## src/rtl/fetch_unit.sv

```systemverilog
// Instruction-fetch stage: owns the PC, fetches over req/gnt + rvalid, holds the word until acked.
// Optional misaligned-target trap enabled by defining FETCH_MISALIGN_CHECK_EN.
module fetch_unit #(
   parameter int unsigned           ADDR_WIDTH  = 32,
   parameter int unsigned           INSTR_WIDTH = 32,
   parameter logic [ADDR_WIDTH-1:0] RESET_PC    = '0
) (
   input  logic                   clk,
   input  logic                   rst_n,
   input  logic                   pc_src,
   input  logic [ADDR_WIDTH-1:0]  imm_ext,
   input  logic                   instr_ack,
   output logic                   imem_req,
   output logic [ADDR_WIDTH-1:0]  imem_addr,
   input  logic                   imem_gnt,
   input  logic                   imem_rvalid,
   input  logic [INSTR_WIDTH-1:0] imem_rdata,
   output logic [INSTR_WIDTH-1:0] instr,
   output logic                   instr_valid,
   output logic [ADDR_WIDTH-1:0]  pc,
   output logic [ADDR_WIDTH-1:0]  pc_plus4,
   output logic                   fetch_err
);

   localparam logic [INSTR_WIDTH-1:0] NOP = INSTR_WIDTH'(32'h0000_0013);

   typedef enum logic [2:0] {
      S_IDLE,
      S_REQ,
      S_WAIT,
`ifdef FETCH_MISALIGN_CHECK_EN
      S_VALID,
      S_ERR
`else
      S_VALID
`endif
   } state_e;

   state_e                 state_q, state_d;
   logic [ADDR_WIDTH-1:0]  pc_q, pc_d;
   logic [INSTR_WIDTH-1:0] instr_q, instr_d;
   logic [ADDR_WIDTH-1:0]  target;

   always_ff @(posedge clk or negedge rst_n) begin
      if (!rst_n) begin
         state_q <= S_IDLE;
         pc_q    <= RESET_PC;
         instr_q <= NOP;
      end else begin
         state_q <= state_d;
         pc_q    <= pc_d;
         instr_q <= instr_d;
      end
   end

   assign pc_plus4 = pc_q + ADDR_WIDTH'(4);
   assign target   = pc_src ? (pc_q + imm_ext) : pc_plus4;

   always_comb begin
      state_d = state_q;
      pc_d    = pc_q;
      instr_d = instr_q;
      unique case (state_q)
         S_IDLE: state_d = S_REQ;
         S_REQ: begin
            // a same-cycle rvalid is a stale response and is dropped
            if (imem_gnt) state_d = S_WAIT;
         end
         S_WAIT: begin
            if (imem_rvalid) begin
               instr_d = imem_rdata;
               state_d = S_VALID;
            end
         end
         S_VALID: begin
            if (instr_ack) begin
`ifdef FETCH_MISALIGN_CHECK_EN
               pc_d    = target;
               state_d = (target[1:0] != 2'b00) ? S_ERR : S_REQ;
`else
               pc_d    = target & ~ADDR_WIDTH'(3);
               state_d = S_REQ;
`endif
            end
         end
`ifdef FETCH_MISALIGN_CHECK_EN
         S_ERR: state_d = S_ERR;
`endif
         default: state_d = S_IDLE;
      endcase
   end

   assign imem_req    = (state_q == S_REQ);
   assign imem_addr   = pc_q;
   assign pc          = pc_q;
   assign instr       = instr_q;
   assign instr_valid = (state_q == S_VALID);
`ifdef FETCH_MISALIGN_CHECK_EN
   assign fetch_err   = (state_q == S_ERR);
`else
   assign fetch_err   = 1'b0;
`endif

endmodule

```

## config.mk

```make
export PLATFORM = sky130hd
export DESIGN_NAME = fetch_unit
export DESIGN_NICKNAME = d
export VERILOG_FILES = /design/src/rtl/fetch_unit.sv
export SDC_FILE = /design/constraint.sdc
export NUM_CORES = 1
export LEC_CHECK = 0
export CORE_AREA = 5 5 114 116
export DETAILED_ROUTE_END_ITERATION = 8
export DIE_AREA = 0 0 119 121
export DONT_BUFFER_PORTS = 1
export MAX_ROUTING_LAYER = met4
export SYNTH_ARGS = -nofsm -noshare
export SYNTH_HDL_FRONTEND = slang
export SYNTH_SLANG_ARGS = --single-unit
```

## constraint.sdc

```tcl
create_clock -name clk -period 2.9 [get_ports clk]
set_input_delay 0.725 -clock clk [delete_from_list [all_inputs] [get_ports clk]]
set_output_delay 0.725 -clock clk [all_outputs]
set_load 0.02 [all_outputs]
```

==> results.cfg <==
[outcome]
status = complete, but fails checks
violations = negative setup slack

[setup_path]
cp.required_ns = 2.17
path_cells = buf_6, ha_4, nand4_1, nor4_4, nand3_4, nor4_4, xor2_2, buf_6
cp_max_fo = 7
critPathArrivalTime_ns = 2.30
cp-end-kind = output port
start_kind = flop
rr_startpoint = imem_addr[2]
slowest_stage = dfrtp_2
max_stage_delay_ns = 0.42
path_delay_family = simple AND/OR/NAND/NOR gates
crit_buf_inv = 2
worstSetupPathType = reg2out
cp-startpoint = imem_addr[2]

[grt]
first_global_vias = 5103
grt_util_all_layers_pct = 23.8
grt_antenna_before_repair = 0
grt_max_degree = 65
overflow = 0
grt_pass1_wl_um = 26900

[cts]
numCtsBuffers = 9
htreeDepth = 3
clock_latency_ns = 0.33
clock-sinks = 64
cts_root_buffer = clkbuf_16
clk_pin_slew_ns = 0.06
cts_max_path_buffers = 2
cts_tree = done

[sta]
hold_viol = 0
report.final.slew_viol_count = 0
rsz0062_at_grt = yes
tightest_slew_ns = 0.627
min_period_over_period_pct = 104
slew_headroom_pct = 58.2
finalCriticalPeriod_ns = 3.03
whs_ns = 0.0889
setup_ws_ns = -0.125
clock.fmax_ghz = 0.331
fin_skew_ns = 0.0112
setup_violations = 9

[yosys]
synth_edf_count = 0
synth_area_per_cell_um2 = 8.84
synth-seq-area-share_pct = 29.0
synth_area_leader_cell = dfrtp_1
ys_async_sr_fraction_pct = 100
synthTopCellsByArea = dfrtp_1 (28%), ha_1 (7.7%), mux2_2 (6.5%)
ys_ff_latch = 64
yosysMostFrequentCell = dfrtp_1
synth_common_cells = dfrtp_1 (61), o21ai_0 (41), nand2_1 (40), buf_4 (37), nor2_1 (36)
synthesis.area_um2 = 5540
ys.flop_type = dfrtp_1
synthDistinctLibCells = 78
synth_top_area_share_pct = 27.6
synth-warning-count = 0
postSynthCellCount = 627

[floorplan]
dieHeight_um = 121
pin_count = 201
dieArea_um2 = 14400
start_util_pct = 46.9
core-area_um2 = 11800
die-width_um = 119
rows = 40

[route]
drtIter0Drc = 348
drcViolationCount = 0
first_pass_iters = 5
antenna_left = 0
wirelength_um = 17400
wire_per_inst_um = 20.5
num_vias = 5099
avgViaCountPerCell = 5.99

[job]
maxCapViolations = 0

[placed_design]
gp_congestion = 0.927
io_buffers = 0
dp_hpwl_um = 12900

[layout]
antenna_cells = 0
num-fill-cells = 1063
final_nets = 804
drive_above_1_share_pct = 33.4
register_area_um2 = 1610
syn2layout_area_growth_pct = 25.5
multi_input_area_um2 = 3740

[pwr]
p_total_mw = 8.69
p_leak_nw = 3.14
power.density_nw_per_um2 = 1250
ir_drop_v = 0.000698

[hold_path]
hold_class = in2async
## stage by stage
step | TNS, ns | setup slack [ns] | std cells | area, µm² | util [%]
detailed placement | -1.09 | -0.240 | 807 | 6100 | 51.6
floorplan | -0.00822 | -0.00822 | 633 | 5600 | -
finish | -0.729 | -0.125 | 851 | 6950 | 58.9
global route | -2.24 | -0.262 | 851 | 6950 | 58.9
global placement | -1.21 | -0.239 | 807 | 6100 | 51.6
CTS | -1.01 | -0.175 | 839 | 6680 | 56.6
## kinds of logic after synthesis
kind of cell / synth area share, %
adders and majority gates: 8.04
other: 0.0677
buffers and inverters: 8.51
AOI/OAI and AO/OA: 20.1
muxes: 7.77
xor gates and xnor gates: 6.64
DFF: 29.0
and+or+nand+nor: 19.9
## timing repair
action	in CTS	in global routing
pin swaps	13	14
buffers inserted	16	13
hold buffers	0	0
endpoints found under the setup margin	16	24
resized for setup	24	34
## sequential cells by signal, indices dropped and copies added, names as in the netlist
name,count
state_q,2
imem_addr,30
instr,32
## path summary, 6_finish.rpt
check,endpoint,slack [ns],cells after the start
setup / recovery,pc_plus4[30],-0.13,8
hold / removal,instr[26],0.09,0
setup reg to reg,imem_addr[30],-0.09,11
hold reg to reg,imem_addr[3],0.60,2
max in group asynchronous,instr[4],2.60,0
min in group clk,imem_addr[2],0.52,2
## worst reg2reg max path, cell delays in order (launching register included)
cell	delay, ns
dfrtp_2	0.44
buf_4	0.15
buf_6	0.11
ha_4	0.15
fa_2	0.39
a211oi_4	0.30
o21ai_4	0.11
a2111oi_4	0.41
and4bb_4	0.31
nor3_4	0.24
nor2_2	0.06
a311oi_2	0.22
## area by class of cell
class	instances	share of cell area, %
Multi-Input combinational cell	481	53.8
Sequential cell	64	23.2
Timing Repair Buffer	123	14.2
Clock buffer	10	3.44
Tap cell	147	2.65
Clock inverter	6	1.66
Inverter	20	1.08
## report_power, final
group | internal [mW] | switching, mW
logic | 2.17 | 3.13
clock network | 0.868 | 0.441
registers | 1.35 | 0.729
## layout by cell type (no fill, tap or decap), types with 10 or more instances in the layout
| cell type | count |
|---|---|
| a21oi_1 | 34 |
| o21ai_0 | 41 |
| nor2_1 | 34 |
| o21ai_1 | 11 |
| a21o_1 | 10 |
| xor2_1 | 18 |
| dfrtp_1 | 56 |
| ha_1 | 32 |
| and3_1 | 12 |
| nand2_1 | 38 |
| nor3_1 | 20 |
| nand3_1 | 23 |
| buf_6 | 13 |
| nand4_1 | 10 |
| xnor2_1 | 16 |
| buf_4 | 109 |
| inv_1 | 19 |
| mux2_2 | 32 |
## routing by layer
layer | global-route usage, % | vias up | share of wire [%]
li1 | - | 2416 | -
met1 | 29.1 | 2439 | 43
met2 | 40.3 | 225 | 49
met3 | 5.03 | 19 | 6.8
met4 | 5.94 | 0 | 1.4
met5 | - | - | 0
(Power assumes the default switching activity.)
